<file path="src/rtl/ahb_pkg.sv">
// Shared AHB definitions for the two-master SRAM arbiter: HTRANS codes,
// arbiter FSM encoding and performance-counter width.
package ahb_pkg;

  localparam logic [1:0] HTRANS_IDLE   = 2'b00;
  localparam logic [1:0] HTRANS_BUSY   = 2'b01;
  localparam logic [1:0] HTRANS_NONSEQ = 2'b10;
  localparam logic [1:0] HTRANS_SEQ    = 2'b11;

  localparam int ARB_CNT_W = 16;

  // Encoding doubles as the owner output: 00 none, 01 M0, 10 M1.
  typedef enum logic [1:0] {
    ARB_IDLE   = 2'b00,
    ARB_OWN_M0 = 2'b01,
    ARB_OWN_M1 = 2'b10
  } arb_state_t;

  localparam logic GRANT_M0 = 1'b0;
  localparam logic GRANT_M1 = 1'b1;

endpackage

</file>
<file path="src/rtl/ahb_sram_arb_pick.sv">
// Combinational next-owner selection for the SRAM arbiter: round-robin
// on ties from IDLE, burst-hold cap while the other master waits.
module ahb_sram_arb_pick
  import ahb_pkg::*;
#(
  parameter int MAX_HOLD = 4,
  parameter int HOLD_W   = 2
) (
  input  logic              req0,
  input  logic              req1,
  input  arb_state_t        state,
  input  logic              last_grant,
  input  logic [HOLD_W-1:0] hold_cnt,
  input  logic              acc,
  output arb_state_t        next_state,
  output logic              next_last_grant,
  output logic [HOLD_W-1:0] next_hold
);

  localparam logic [HOLD_W-1:0] HOLD_MAX = HOLD_W'(MAX_HOLD - 1);

  logic own_req;
  logic oth_req;

  always_comb begin
    own_req = 1'b0;
    oth_req = 1'b0;
    if (state == ARB_OWN_M0) begin
      own_req = req0;
      oth_req = req1;
    end else if (state == ARB_OWN_M1) begin
      own_req = req1;
      oth_req = req0;
    end
  end

  always_comb begin
    next_state      = state;
    next_last_grant = last_grant;
    next_hold       = hold_cnt;
    case (state)
      ARB_IDLE: begin
        // On a tie the master that was not granted last time wins.
        if (req0 && (!req1 || last_grant == GRANT_M1)) begin
          next_state      = ARB_OWN_M0;
          next_last_grant = GRANT_M0;
          next_hold       = '0;
        end else if (req1) begin
          next_state      = ARB_OWN_M1;
          next_last_grant = GRANT_M1;
          next_hold       = '0;
        end
      end
      default: begin
        // A stalled owner that is still requesting keeps everything frozen.
        if (acc || !own_req) begin
          if (oth_req && (!own_req || hold_cnt == HOLD_MAX)) begin
            next_state      = (state == ARB_OWN_M0) ? ARB_OWN_M1 : ARB_OWN_M0;
            next_last_grant = (state == ARB_OWN_M0) ? GRANT_M1 : GRANT_M0;
            next_hold       = '0;
          end else if (own_req) begin
            if (hold_cnt != HOLD_MAX) next_hold = hold_cnt + HOLD_W'(1);
          end else begin
            next_state = ARB_IDLE;
            next_hold  = '0;
          end
        end
      end
    endcase
  end

endmodule

</file>
<file path="src/rtl/ahb_sram_arbiter.sv">
// Two-master AHB arbiter in front of the SRAM controller port.
// Optional per-master beat counters are enabled with SRAM_ARB_PERF_CNT_EN.
module ahb_sram_arbiter
  import ahb_pkg::*;
#(
  parameter int ADDR_W   = 21,
  parameter int DATA_W   = 8,
  parameter int MAX_HOLD = 4
) (
  input  logic              HCLK,
  input  logic              HRESET,
  input  logic [ADDR_W-1:0] m0_HADDR,
  input  logic              m0_HWRITE,
  input  logic [1:0]        m0_HTRANS,
  input  logic [DATA_W-1:0] m0_HWDATA,
  output logic              m0_HREADY,
  output logic [DATA_W-1:0] m0_HRDATA,
  output logic              m0_HRVALID,
  input  logic [ADDR_W-1:0] m1_HADDR,
  input  logic              m1_HWRITE,
  input  logic [1:0]        m1_HTRANS,
  input  logic [DATA_W-1:0] m1_HWDATA,
  output logic              m1_HREADY,
  output logic [DATA_W-1:0] m1_HRDATA,
  output logic              m1_HRVALID,
  output logic [ADDR_W-1:0] s_HADDR,
  output logic              s_HWRITE,
  output logic [1:0]        s_HTRANS,
  output logic [DATA_W-1:0] s_HWDATA,
  input  logic              s_HREADY,
  input  logic [DATA_W-1:0] s_HRDATA,
  output logic [1:0]        owner
`ifdef SRAM_ARB_PERF_CNT_EN
  ,
  output logic [ARB_CNT_W-1:0] m0_beat_cnt,
  output logic [ARB_CNT_W-1:0] m1_beat_cnt
`endif
);

  localparam int HOLD_W = (MAX_HOLD > 1) ? $clog2(MAX_HOLD) : 1;

  arb_state_t        state;
  arb_state_t        next_state;
  logic [HOLD_W-1:0] hold_cnt;
  logic [HOLD_W-1:0] next_hold;
  logic              last_grant;
  logic              next_last_grant;
  logic              rd_pend;
  logic              rd_owner;
  logic              req0;
  logic              req1;
  logic              acc;

  assign req0  = m0_HTRANS[1];
  assign req1  = m1_HTRANS[1];
  assign owner = state;

  assign acc = s_HREADY && ((state == ARB_OWN_M0 && req0) || (state == ARB_OWN_M1 && req1));

  ahb_sram_arb_pick #(
    .MAX_HOLD(MAX_HOLD),
    .HOLD_W  (HOLD_W)
  ) u_pick (
    .req0           (req0),
    .req1           (req1),
    .state          (state),
    .last_grant     (last_grant),
    .hold_cnt       (hold_cnt),
    .acc            (acc),
    .next_state     (next_state),
    .next_last_grant(next_last_grant),
    .next_hold      (next_hold)
  );

  always_ff @(posedge HCLK or posedge HRESET) begin
    if (HRESET) begin
      state      <= ARB_IDLE;
      hold_cnt   <= '0;
      last_grant <= GRANT_M1;
      rd_pend    <= 1'b0;
      rd_owner   <= GRANT_M0;
    end else begin
      state      <= next_state;
      hold_cnt   <= next_hold;
      last_grant <= next_last_grant;
      rd_pend    <= acc && !s_HWRITE;
      if (acc) rd_owner <= (state == ARB_OWN_M1);
    end
  end

  always_comb begin
    s_HADDR  = '0;
    s_HWRITE = 1'b0;
    s_HTRANS = HTRANS_IDLE;
    s_HWDATA = '0;
    case (state)
      ARB_OWN_M0: begin
        s_HADDR  = m0_HADDR;
        s_HWRITE = m0_HWRITE;
        s_HTRANS = m0_HTRANS;
        s_HWDATA = m0_HWDATA;
      end
      ARB_OWN_M1: begin
        s_HADDR  = m1_HADDR;
        s_HWRITE = m1_HWRITE;
        s_HTRANS = m1_HTRANS;
        s_HWDATA = m1_HWDATA;
      end
      default: ;
    endcase
  end

  // A non-owner that is not requesting sees HREADY=1 so its bus stays idle-ready.
  assign m0_HREADY  = (state == ARB_OWN_M0) ? s_HREADY : !req0;
  assign m1_HREADY  = (state == ARB_OWN_M1) ? s_HREADY : !req1;
  assign m0_HRDATA  = s_HRDATA;
  assign m1_HRDATA  = s_HRDATA;
  assign m0_HRVALID = rd_pend && (rd_owner == GRANT_M0);
  assign m1_HRVALID = rd_pend && (rd_owner == GRANT_M1);

`ifdef SRAM_ARB_PERF_CNT_EN
  always_ff @(posedge HCLK or posedge HRESET) begin
    if (HRESET) begin
      m0_beat_cnt <= '0;
      m1_beat_cnt <= '0;
    end else begin
      if (acc && state == ARB_OWN_M0 && m0_beat_cnt != '1) m0_beat_cnt <= m0_beat_cnt + 1'b1;
      if (acc && state == ARB_OWN_M1 && m1_beat_cnt != '1) m1_beat_cnt <= m1_beat_cnt + 1'b1;
    end
  end
`endif

endmodule

</file>
<file path="config.mk">
export PLATFORM = sky130hd
export DESIGN_NAME = ahb_sram_arbiter
export DESIGN_NICKNAME = d
export VERILOG_FILES = /design/src/rtl/ahb_pkg.sv /design/src/rtl/ahb_sram_arb_pick.sv /design/src/rtl/ahb_sram_arbiter.sv
export SDC_FILE = /design/constraint.sdc
export NUM_CORES = 1
export LEC_CHECK = 0
export CAP_MARGIN = 20
export CORE_MARGIN = 2
export CORE_UTILIZATION = 32
export CTS_BUF_LIST = sky130_fd_sc_hd__clkbuf_8
export DETAILED_ROUTE_END_ITERATION = 8
export MAX_ROUTING_LAYER = met4
export PLACE_DENSITY_LB_ADDON = 0.2
export SYNTH_ARGS = -nofsm -noshare
export SYNTH_HDL_FRONTEND = slang
export SYNTH_SLANG_ARGS = --single-unit
</file>
<file path="constraint.sdc">
create_clock -name HCLK -period 5.46 [get_ports HCLK]
set_input_delay 0.546 -clock HCLK [delete_from_list [all_inputs] [get_ports HCLK]]
set_output_delay 0.546 -clock HCLK [all_outputs]
set_load 0.1 [all_outputs]
</file>
==> After elaboration in Yosys (flattened, before gate mapping) <==
Cells that the tools add are included.
{ "word_totals": {"out_inout_bits": 54, "elab_cells": 66, "mem_bits_rw": 0, "register_bits": 7, "mem_bits_ro": 0, "mem_count": 0, "latchBits": 0} }
{ "classes": {"n_eq_ne": 7, "reduce_logical": 22, "n_lt_le_gt_ge": 0, "mux": 30, "n_shift": 0, "n_bitwise": 1, "n_mul": 0, "div": 0, "add_sub_neg": 1} }
{ "op_table": {"columns": ["cell", "n"], "rows": [
  ["$pmux W21 S2", 1],
  ["$mux W2", 14],
  ["$pmux W8 S2", 1],
  ["$mux W1", 12],
  ["$reduce_and A3 Y1", 3],
  ["$logic_and A1 B1 Y1", 8],
  ["$eq A2 B2 Y1 const B", 2],
  ["$logic_not A1 Y1", 4],
  ["$logic_or A1 B1 Y1", 4],
  ["$ne A4 B4 Y1 const B", 1],
  ["$pmux W2 S2", 1],
  ["$reduce_bool A2 Y1", 2],
  ["$ne A3 B2 Y1 const B", 1],
  ["$ne A3 B3 Y1 const B", 1],
  ["$add A2 B1 Y2 const B", 1],
  ["$eq A2 B1 Y1 const B", 1],
  ["$logic_not A2 Y1", 1],
  ["$ne A2 B2 Y1 const B", 1],
  ["$pmux W1 S2", 1],
  ["$not A1 Y1", 1]
]} }

==> Depth between registers and ports, before layout <==
{ "depth": {"depth_word": 9, "ltp_mapped": 7} }

==> Cells and area by module <==
A second synthesis with hierarchy kept.
{ "hier_totals": {"hier_cells": 154, "hier_area_um2": 1089.8} }
{ "by_module_without_submodules": {"columns": ["mod", "instances", "cells_per_inst", "area_each_um2", "seq_area_each_um2"], "rows": [
  ["ahb_sram_arbiter", 1, 113, 829.5, 176.4],
  ["ahb_sram_arb_pick", 1, 41, 260.2, 0.0]
]} }

==> Worst setup path after synthesis <==
No wires, ideal clock.
{ "synth_timing": {"path_type": "flip-flop to output port", "start": "register state[0], in the netlist owner[0]", "end": "output m1_HREADY", "stages_incl_launch_ff": 6, "setup_slack_ns": 1.051, "arrival_ns": 3.863, "path_cell_list": "dfrtp_1 -> inv_1 -> ha_1 -> buf_4 -> clkbuf_1 -> o21ai_0"} }
{ "synth_between": {"elab_chain_len": 2} }
{ "synth_rtl": {"columns": ["item", "line", "text"], "rows": [
  ["start: declaration", "ahb_sram_arbiter.sv:42", "arb_state_t state;"],
  ["start signal: assignment", "ahb_sram_arbiter.sv:83", "state <= next_state;"],
  ["$eq A2 B2 Y1", "ahb_sram_arbiter.sv:115", "assign m1_HREADY = (state == ARB_OWN_M1) ? s_HREADY : !req1;"],
  ["$mux W1", "ahb_sram_arbiter.sv:115", null],
  ["end: declaration", "ahb_sram_arbiter.sv:23", "output logic m1_HREADY,"]
]} }
No other way between the ends.

==> Worst setup path in the final report <==
{ "layout_timing": {"start": "register state[1], in the netlist owner[1]", "end": "output s_HWDATA[5]"} }
{ "layout_between": {"elab_chain_len": 2} }
{ "layout_rtl": {"columns": ["item", "line", "text"], "rows": [
  ["$eq A2 B2 Y1 or $eq A2 B1 Y1 (tied branches)", "ahb_sram_arbiter.sv:96", "case (state)"],
  ["$pmux W8 S2 (*)", "ahb_sram_arbiter.sv:96", null],
  ["end: declaration", "ahb_sram_arbiter.sv:29", "output logic [DATA_W-1:0] s_HWDATA,"]
]} }
Every way passes the cells marked *; elsewhere a longest branch is shown, timed or not.

==> results_dict.tcl <==
set metrics [dict create \
    start_util_pct 33.7 \
    async_set_or_reset_flop_fraction_in_the_synthesized_netlist_pct 100 \
    synthDistinctLibCells 37 \
    cts-root-buf "sky130_fd_sc_hd__clkbuf_8" \
    place.detailed.hpwl_mm 3.57 \
    start_kind "flop" \
    grt_first_pass_wirelength_mm 6.57 \
    timing.final.hold_violations 0 \
    hold_path_class "flop to flop" \
    worst_ep_arrival_time_ns 3.18 \
    synthCells 153 \
    drv.max_cap_violation_count 0 \
    htree_levels 1 \
    synth_enable_flop_cells 0 \
    synth_most_common_cell "sky130_fd_sc_hd__nor2b_1" \
    rsz0062_at_grt "false" \
    tritoncts "built" \
    cts-buffers-inserted 3 \
    nFillCells 367 \
    share_of_the_yosys_chip_area_belonging_to_registers_pct 14.1 \
    run_status "finished, final reports clean" \
    final_core_utilization_pct 59.3 \
    drt_iter0_drc 67 \
    maxSlewViolCount 0 \
    final_layout_size_suffix_gt1_share_pct 8.19 \
    syn_to_final_growth_pct 75.6 \
    design.final.nets 313 \
    gr-usage-met2_pct 32.1 \
    synth_area_leaders "sky130_fd_sc_hd__a22oi_1 (19%), sky130_fd_sc_hd__nor2b_1 (16%), sky130_fd_sc_hd__dfrtp_1 (12%)" \
    setup-violations-final 0 \
    cell_row_count 22 \
    cts_buffer_depth 2 \
    timing.critical_path.fanout_max 23 \
    holdPathEnd "last_grant" \
    setup.worst_path.end_class "output port" \
    grt_util_met1_pct 22.1 \
    timing_worst_setup_path_type "flop to output port" \
    routed_via_count 1396 \
    clk_latency_ns 0.22 \
    finalWirelength_mm 4.49 \
    yosys.area.top_type_share_pct 18.6 \
    synth_nets 233 \
    critical_hold_path_startpoint "last_grant" \
    max_slew_margin_pct 32.0 \
    critPathRequiredTime_ns 4.91 \
    drt.antenna.violating_nets 0 \
    cts.sinks 7 \
    avgSynthCellArea_um2 8.19 \
    timing.final.crit_share_pct 68.2 \
    post-place-cells 276 \
    io_buffer_count 104 \
    worst_r2r_endpoint "owner[0]" \
    postCtsSetupRepairBufs 0 \
    synth-warning-count 0 \
    core_mm2 0.00372 \
    synthTopCellsByCount "sky130_fd_sc_hd__nor2b_1 (33), sky130_fd_sc_hd__a22oi_1 (31), sky130_fd_sc_hd__buf_4 (19)" \
    grt_util_met3_pct 7.77 \
    synth_area_mm2 0.00125 \
    r2r_slack_ns 3.09 \
    setup_tns_ns 0 \
    ff2ff_path_depth 7 \
    cts_repair_resize_count 0 \
    worstHoldPathCells 2 \
    detail_route.wl_per_cell_um 16.0 \
    grt_pass1_vias 1282 \
    grt_overflow_total 0 \
    synthDominantAreaCellType "sky130_fd_sc_hd__a22oi_1" \
    achievable-frequency_ghz 0.269 \
    gr-max-usage-layer "met2" \
    antenna-diode-count 0 \
    cts_hold_buffers 0 \
    worst_clock_skew_ns 0.000177 \
    detailedRoute.firstPassIterationCount 4 \
    route.detailed.vias_per_inst 4.99 \
    drt_drc_violations_left 0 \
    die_height_um 66.6 \
    die_x_um 66.6 \
    num_io_pins 129 \
    global_route.usage.total_pct 19.7 \
    floorplan.die_area_mm2 0.00443 \
    finalNonFillerCells 280 \
    clock_slew_at_reported_path_ffs_ns 0.04 \
    postSynthRegisterBits 7 \
    rr_startpoint "owner[0]" \
    routability_congestion 0.776 \
    synthFlopType "sky130_fd_sc_hd__dfrtp_1" \
    min_period_ns 3.72 \
    grt_start_max_net_pins 33 \
    grt_antenna_before_repair 0 \
    timing_worst_slew_pin_value_ns 1.02 \
]
[per-layer routing]
layer / wire [um] / share of wire (%) / vias to the layer above
met5: 0 / 0 / -
li1: - / - / 691
met3: 520 / 12 / 17
met1: 1680 / 37 / 610
met4: 104 / 2.3 / 0
met2: 2190 / 49 / 78
[sequential cells by signal, summed over array words and instances (netlist names)]
register and flops:
hold_cnt 2, owner 2, last_grant 1, rd_pend 1, rd_owner 1
[critical path, stage by stage (launching register included)]
cell and delay [ns]:
sky130_fd_sc_hd__dfrtp_1 0.38, sky130_fd_sc_hd__inv_1 0.14, sky130_fd_sc_hd__ha_1 0.72, sky130_fd_sc_hd__buf_4 0.32, sky130_fd_sc_hd__a22oi_1 0.09, sky130_fd_sc_hd__nor2b_1 0.12
sky130_fd_sc_hd__clkdlybuf4s50_1 1.17
[final cells by class]
type / instances / area, um^2 / area share [%]
timing repair buffer: 106 / 1060 / 48.0
multi-input combinational: 111 / 850 / 38.6
sequential: 7 / 176 / 8.01
tap: 48 / 60.1 / 2.73
clock buffer: 3 / 41.3 / 1.88
inverter: 4 / 15.0 / 0.682
clock inverter: 1 / 3.75 / 0.170
[worst max path at each step]
stage / from / cells past startpoint / slack (ns) / end
4_1_cts: owner[1] / 6 / 1.73 / s_HWDATA[5]
5_1_grt: owner[1] / 6 / 1.51 / s_HWDATA[5]
6_report: owner[1] / 6 / 1.74 / s_HWDATA[5]
3_3_place_gp: owner[1] / 6 / 2.04 / s_HWDATA[3]
3_5_place_dp: owner[1] / 6 / 1.99 / s_HWDATA[5]
2_1_floorplan: owner[0] / 5 / 1.05 / m1_HREADY
[logic make-up after synthesis]
group | synth area share, %
AO/OA/AOI/OAI | 32.3
adder cells (fa/ha/maj) | 4.99
buffers and inverters | 18.2
flip-flops | 14.1
multiplexers | 4.59
AND/OR/NAND/NOR | 25.8
[layout by cell type (no fill, tap or decap), types with 2 or more instances in the layout]
cell / n
sky130_fd_sc_hd__nand2_1: 5
sky130_fd_sc_hd__a21oi_1: 4
sky130_fd_sc_hd__dfrtp_1: 6
sky130_fd_sc_hd__mux2i_1: 2
sky130_fd_sc_hd__clkbuf_8: 3
sky130_fd_sc_hd__mux2_2: 2
sky130_fd_sc_hd__buf_4: 2
sky130_fd_sc_hd__ha_1: 5
sky130_fd_sc_hd__nor2b_1: 33
sky130_fd_sc_hd__a31oi_1: 2
sky130_fd_sc_hd__a22oi_1: 31
sky130_fd_sc_hd__nor2_1: 4
sky130_fd_sc_hd__o21ai_0: 2
sky130_fd_sc_hd__inv_1: 5
sky130_fd_sc_hd__nand2b_1: 2
sky130_fd_sc_hd__clkdlybuf4s50_1: 104
[stage by stage]
step / area, um^2 / worst slack (ns) / hold slack (ns)
2_1_floorplan: 1250 / 1.05 / 0.349
3_3_place_gp: 2160 / 2.04 / 0.489
3_5_place_dp: 2160 / 1.99 / 0.486
4_1_cts: 2200 / 1.73 / 0.502
5_1_grt: 2200 / 1.51 / 0.517
6_report: 2200 / 1.74 / 0.497
Power is not shown: default switching activity piles up to over one toggle a cycle in this logic, so the estimate is an artifact.
